<file path="src/rtl/gfb_hs_pkg.sv">
// Shared definitions for the GFB CMD/RESP handshake blocks: state encoding,
// command opcodes and default data width.
package gfb_hs_pkg;

  localparam int GFB_DATA_W = 10;

  typedef enum logic [1:0] {
    HS_IDLE    = 2'd0,
    HS_REQ     = 2'd1,
    HS_ACK_LOW = 2'd2
  } hs_state_e;

  typedef enum logic [2:0] {
    CMD_IDLE       = 3'd0,
    CMD_READ       = 3'd1,
    CMD_WRITE      = 3'd2,
    CMD_ROW_WRITE  = 3'd3,
    CMD_ERASE      = 3'd4,
    CMD_MASS_ERASE = 3'd5
  } gfb_cmd_e;

  function automatic logic hs_busy(input hs_state_e s);
    return s != HS_IDLE;
  endfunction

endpackage

</file>
<file path="src/rtl/cdc_sync_bit.sv">
// Single-bit flop-chain synchronizer with synchronous reset; STAGES is
// expected to be 2..4. Shared by the sclk transmitter and the pclk receiver.
module cdc_sync_bit #(
  parameter int STAGES = 2
) (
  input  logic clk_i,
  input  logic rst_i,
  input  logic d_i,
  output logic q_o
);

  logic [STAGES-1:0] sync_q;

  always_ff @(posedge clk_i) begin
    if (rst_i) begin
      sync_q <= '0;
    end else begin
      sync_q <= {sync_q[STAGES-2:0], d_i};
    end
  end

  assign q_o = sync_q[STAGES-1];

endmodule

</file>
<file path="src/rtl/rsp_handshake_tx_sclk.sv">
// SCLK-side response transmitter: holds RDATA/RESP for a 4-phase req/ack
// handshake with a one-entry pending buffer. Optional ack timeout: RSP_TIMEOUT_EN.
//
// state      | meaning
// HS_IDLE    | no transfer held, req low, waiting for rsp_valid
// HS_REQ     | req high, data held, waiting for synchronized ack high
// HS_ACK_LOW | req low, waiting for synchronized ack to return low
module rsp_handshake_tx_sclk
  import gfb_hs_pkg::*;
#(
  parameter int DATA_W      = GFB_DATA_W,
  parameter int SYNC_STAGES = 2,
  parameter int TIMEOUT_CYC = 255
) (
  input  logic              SCLK,
  input  logic              RESET_sclk,
  input  logic              rsp_valid,
  input  logic [DATA_W-1:0] rsp_data,
  input  logic              rsp_err,
  output logic              rsp_ready,
  output logic [DATA_W-1:0] RDATA_REG_sclk,
  output logic              RESP_REG_sclk,
  output logic              rsp_req_sclk,
  input  logic              rsp_ack_pclk,
  output logic              ovf_sclk,
  output logic              tmo_sclk
);

  hs_state_e         state_q;
  logic [DATA_W-1:0] rdata_q;
  logic              resp_q;
  logic              req_q;
  logic              pend_full_q;
  logic [DATA_W-1:0] pend_data_q;
  logic              pend_err_q;
  logic              ovf_q;
  logic              ack_s;
  logic              pend_store_d;
  logic              pend_drop_d;

  cdc_sync_bit #(
    .STAGES (SYNC_STAGES)
  ) u_ack_sync (
    .clk_i (SCLK),
    .rst_i (RESET_sclk),
    .d_i   (rsp_ack_pclk),
    .q_o   (ack_s)
  );

  // Strobes arriving while a transfer is held go to pending, or are dropped when it is full.
  assign pend_store_d = rsp_valid & hs_busy(state_q) & ~pend_full_q;
  assign pend_drop_d  = rsp_valid & hs_busy(state_q) &  pend_full_q;

`ifdef RSP_TIMEOUT_EN
  localparam int CNT_W = (TIMEOUT_CYC > 1) ? $clog2(TIMEOUT_CYC) : 1;
  localparam logic [CNT_W-1:0] CNT_LOAD = CNT_W'(TIMEOUT_CYC - 1);

  logic [CNT_W-1:0] cnt_q;
  logic             tmo_q;
  logic             tmo_hit;
  logic             state_chg_d;

  assign tmo_hit = hs_busy(state_q) && (cnt_q == '0);

  always_comb begin
    state_chg_d = 1'b0;
    unique case (state_q)
      HS_IDLE:    state_chg_d = rsp_valid;
      HS_REQ:     state_chg_d = ack_s;
      HS_ACK_LOW: state_chg_d = ~ack_s;
      default:    state_chg_d = 1'b1;
    endcase
  end

  // Down-counter reloads on every state change; terminal count is zero.
  always_ff @(posedge SCLK) begin
    if (RESET_sclk || !hs_busy(state_q) || state_chg_d || tmo_hit) begin
      cnt_q <= CNT_LOAD;
    end else begin
      cnt_q <= cnt_q - CNT_W'(1);
    end
  end

  assign tmo_sclk = tmo_q;
`else
  logic unused_tmo_cfg;
  assign unused_tmo_cfg = (TIMEOUT_CYC != 0);
  assign tmo_sclk = 1'b0;
`endif

  always_ff @(posedge SCLK) begin
    if (RESET_sclk) begin
      state_q     <= HS_IDLE;
      rdata_q     <= '0;
      resp_q      <= 1'b0;
      req_q       <= 1'b0;
      pend_full_q <= 1'b0;
      pend_data_q <= '0;
      pend_err_q  <= 1'b0;
      ovf_q       <= 1'b0;
`ifdef RSP_TIMEOUT_EN
      tmo_q       <= 1'b0;
`endif
    end else begin
`ifdef RSP_TIMEOUT_EN
      if (tmo_hit) begin
        tmo_q       <= 1'b1;
        req_q       <= 1'b0;
        pend_full_q <= 1'b0;
        state_q     <= HS_IDLE;
      end else
`endif
      begin
        if (pend_store_d) begin
          pend_full_q <= 1'b1;
          pend_data_q <= rsp_data;
          pend_err_q  <= rsp_err;
        end
        if (pend_drop_d) begin
          ovf_q <= 1'b1;
        end

        unique case (state_q)
          HS_IDLE: begin
            if (rsp_valid) begin
              rdata_q <= rsp_data;
              resp_q  <= rsp_err;
              req_q   <= 1'b1;
              state_q <= HS_REQ;
            end
          end
          HS_REQ: begin
            if (ack_s) begin
              req_q   <= 1'b0;
              state_q <= HS_ACK_LOW;
            end
          end
          HS_ACK_LOW: begin
            if (!ack_s) begin
              if (pend_full_q || rsp_valid) begin
                // A strobe landing on this edge passes through pending straight into the regs.
                pend_full_q <= 1'b0;
                req_q       <= 1'b1;
                state_q     <= HS_REQ;
                if (pend_full_q) begin
                  rdata_q <= pend_data_q;
                  resp_q  <= pend_err_q;
                end else begin
                  rdata_q <= rsp_data;
                  resp_q  <= rsp_err;
                end
              end else begin
                state_q <= HS_IDLE;
              end
            end
          end
          default: begin
            req_q   <= 1'b0;
            state_q <= HS_IDLE;
          end
        endcase
      end
    end
  end

  assign rsp_ready      = ~hs_busy(state_q) | ~pend_full_q;
  assign RDATA_REG_sclk = rdata_q;
  assign RESP_REG_sclk  = resp_q;
  assign rsp_req_sclk   = req_q;
  assign ovf_sclk       = ovf_q;

endmodule
</file>
<file path="config.mk">
export PLATFORM = sky130hd
export DESIGN_NAME = rsp_handshake_tx_sclk
export DESIGN_NICKNAME = d
export VERILOG_FILES = /design/src/rtl/gfb_hs_pkg.sv /design/src/rtl/cdc_sync_bit.sv /design/src/rtl/rsp_handshake_tx_sclk.sv
export SDC_FILE = /design/constraint.sdc
export NUM_CORES = 1
export LEC_CHECK = 0
export BUFFER_PORTS_ARGS = -buffer_cell sky130_fd_sc_hd__buf_2
export CORE_AREA = 2 2 60 48
export CTS_CLUSTER_SIZE = 16
export DETAILED_ROUTE_END_ITERATION = 8
export DIE_AREA = 0 0 62 50
export GPL_TIMING_DRIVEN = 0
export HOLD_SLACK_MARGIN = 0.12
export PLACE_DENSITY = 0.83
export SLEW_MARGIN = 20
export SYNTH_ARGS = -nofsm -noshare
export SYNTH_HDL_FRONTEND = slang
export SYNTH_SLANG_ARGS = --single-unit
</file>
<file path="constraint.sdc">
create_clock -name SCLK -period 3.47 [get_ports SCLK]
set_clock_uncertainty 0.1 [all_clocks]
set_input_delay 0.5205 -clock SCLK [delete_from_list [all_inputs] [get_ports SCLK]]
set_output_delay 0.5205 -clock SCLK [all_outputs]
set_load 0.01 [all_outputs]
</file>
==> flow_summary.toml <==
[worst_setup_path]
setup.reg_to_reg.worst_slack_ps = 2050
crit_path_frequent_cell = "buf_2"
setup.worst_path.start_class = "flop"
worst-r2r-cell-count = 5
critPathMaxStageDelay_ps = 320
critical-path-slowest-cell = "dfxtp_1"
timing.critical_path.to_type = "output port"
cp.arrival_ps = 1540
crit_type = "flop to output port"
worst_ep_required_ps = 2850
crit_path_cell_trace = "buf_6 -> or2_2 -> buf_2 -> nand2_1 -> buf_2"
path_max_fanout = 10

[timing]
tns_ps = 0
final_worst_path_cycle_share_pct = 62.2
finalHoldViolCount = 0
max_slew.worst_pin.slew_ps = 542
fmaxAchievable_mhz = 463
period_minus_slack_ps = 2160
slew_headroom_pct = 63.9
timing.final.max_slew_violations = 0
rsz0062_at_grt = "false"
finalSetupViolations = 0

[route]
detail_route.vias_per_cell = 5.32
starting_drc_count_in_detailed_routing = 18
drt-pass1-iter-count = 5
final_antenna_net_count = 0
route.detailed.drc = 0
drt_wl_total_mm = 2.92
route.detailed.wl_per_inst_um = 13.6
vias = 1144

[power_and_ir_drop]
worst_ir_drop_vdd_mv = 0.234
power.combinational.fraction_pct = 17.1
share_clk_of_total_power_pct = 28.6
sequential_group_share_of_total_power_pct = 54.3
leakage_nw = 0.704
power.share.switching_pct = 28.3
p_int_mw = 0.482
net_sw_power_mw = 0.191
power_density_nw_per_um2 = 429

[cts]
worstSkewPairLatency_ps = 330
tritoncts = "done"
cts.sink_count = 29
clkSlewWorstSetupHoldPaths_ps = 80
ctsLongestPathBuffers = 2
cts_inserted_buffers = 5
cts_hold_repair.buffers = 0
cts.root.buffer_cell = "clkbuf_4"
count_of_cells_resized_by_post_cts_repair = 0
ctsHtreeMaxLevel = 2
cts_setup_buffers = 0

[floorplanning]
die_w_um = 62
core_um2 = 2500
floorplan.io_pins = 30
std_cell_rows = 16
initial_utilization_pct = 53.5
die-height_um = 50
floorplan.die_area_um2 = 3100

[cells_and_area]
syn_to_final_growth_pct = 17.1
num-nets-final = 193
antennaDiodeCount = 0
layout_common_cells = "buf_2 (32), dfxtp_1 (29), a21oi_1 (14)"
drive_above_1_share_pct = 29.1
utilization_pct = 62.6
final_cell_area_um2 = 1570
stdcell_count = 215
mostFrequentLayoutCell = "buf_2"

[synthesis]
synth_compound_gate_area_share_pct = 23.3
synth-xor-area-share_pct = 0.654
synth-warning-count = 0
post_synth_and_or_nand_nor_area_fraction_pct = 15.0
synth_top_family_by_area = "compound AO/OA/AOI/OAI gates"
synth_sequential_area_ratio_pct = 43.4
synth-adder-area-share_pct = 0
syn_inst = 144
synth_area_per_cell_um2 = 9.30
synth.cell_area_um2 = 1340
postSynthRegisterBits = 29
synth.area.mux_share_pct = 8.22
yosysUniqueCellTypes = 25
synth.net_count = 159

[outcome]
run_status = "completed"

[grt]
grt_max_degree = 11
global_route.usage.total_pct = 21.9
wire_length_of_the_first_global_routing_pass_mm = 4.89
grt-ovfl-total = 0
first_global_vias = 1096
grt_antenna_before_repair = 0

[place]
placedInstanceArea_um2 = 1520
io_buffer_count = 27
detailedPlacementHpwl_mm = 2.18
routability_driven_placement_congestion_ratio = 0.771
post-place-cells = 207

[job]
max_cap_violations = 0

[worst_hold_path]
min_path_cells = 2
worstHoldPathType = "primary input to flop"
==> logic make-up after synthesis <==
group                  after synthesis
flip-flops                          29
buffers and inverters               24
multiplexers                        11
XOR/XNOR                             1
AO/OA/AOI/OAI                       41
AND/OR/NAND/NOR                     37
other                                1
==> path summary, 6_finish.rpt <==
| check | from | end |
|---|---|---|
| setup / recovery | state_q[1] | rsp_ready |
| hold / removal | rsp_ack_pclk | u_ack_sync.sync_q[0] |
| setup reg to reg | state_q[1] | pend_data_q[3] |
| hold reg to reg | u_ack_sync.sync_q[0] | u_ack_sync.sync_q[1] |
==> sequential cells by signal, summed over array words and instances (netlist names) <==
name and flops:
RDATA_REG_sclk 10, pend_data_q 10, state_q 2, u_ack_sync.sync_q 2, RESP_REG_sclk 1, ovf_sclk 1, pend_err_q 1, pend_full_q 1
rsp_req_sclk 1
==> stage by stage <==
step	hold WS [ps]	total power [mW]	worst slack [ps]
after floorplan	314	0.448	1860
after global placement	323	0.482	1740
after detailed placement	347	0.489	1680
after CTS	306	0.675	1310
after global routing	301	0.709	1250
final	304	0.673	1310
==> per-layer routing <==
metal / share of wire [%] / track usage (%) / vias to the layer above / wire (um)
met2: 49 / 36.1 / 46 / 1440
met1: 40 / 25.7 / 525 / 1180
met5: 0 / 0 / - / 0
met3: 8.6 / 6.30 / 6 / 251
li1: - / - / 567 / -
met4: 1.7 / 9.57 / 0 / 50
==> synth_stat cells, drive strengths merged <==
library cell / count / share of area (%)
dfxtp: 29 / 43
a21oi: 15 / 6.4
nand2b: 13 / 6.1
o21ai: 13 / 5.1
a221oi: 11 / 10
inv: 11 / 3.1
mux2i: 11 / 8.2
nand3: 11 / 4.1
buf: 9 / 5.0
clkbuf: 4 / 1.1
nand2: 4 / 1.1
nor2: 3 / 0.84
nor2b: 3 / 1.4
a21bo: 1 / 0.75
a31oi: 1 / 0.47
and2: 1 / 0.47
conb: 1 / 0.28
nor3b: 1 / 0.56
or2: 1 / 0.47
xnor2: 1 / 0.65
==> area by class of cell <==
| cell class | instances | area [um2] |
|---|---|---|
| tap | 36 | 45.0 |
| inverter | 11 | 41.3 |
| buffer | 13 | 81.3 |
| fill | 217 | 935 |
| timing repair buffer | 27 | 135 |
| sequential | 29 | 581 |
| clock buffer | 8 | 48.8 |
| multi-input combinational | 91 | 636 |
==> power by group through the flow <==
stage | Combinational, mW | Clock [mW] | Sequential, mW
3_3_place_gp | 0.110 | 0 | 0.372
6_report | 0.115 | 0.193 | 0.366
3_5_place_dp | 0.115 | 0 | 0.373
5_1_grt | 0.128 | 0.212 | 0.369
2_1_floorplan | 0.0704 | 0 | 0.378
4_1_cts | 0.115 | 0.194 | 0.365
==> critical path, delay by kind of cell (launching register included) <==
kind | cells | cell delay (ps)
flops | 1 | 320
buf+inv | 3 | 480
simple gates | 2 | 410
Note: power is estimated with default switching activity, not from simulation.
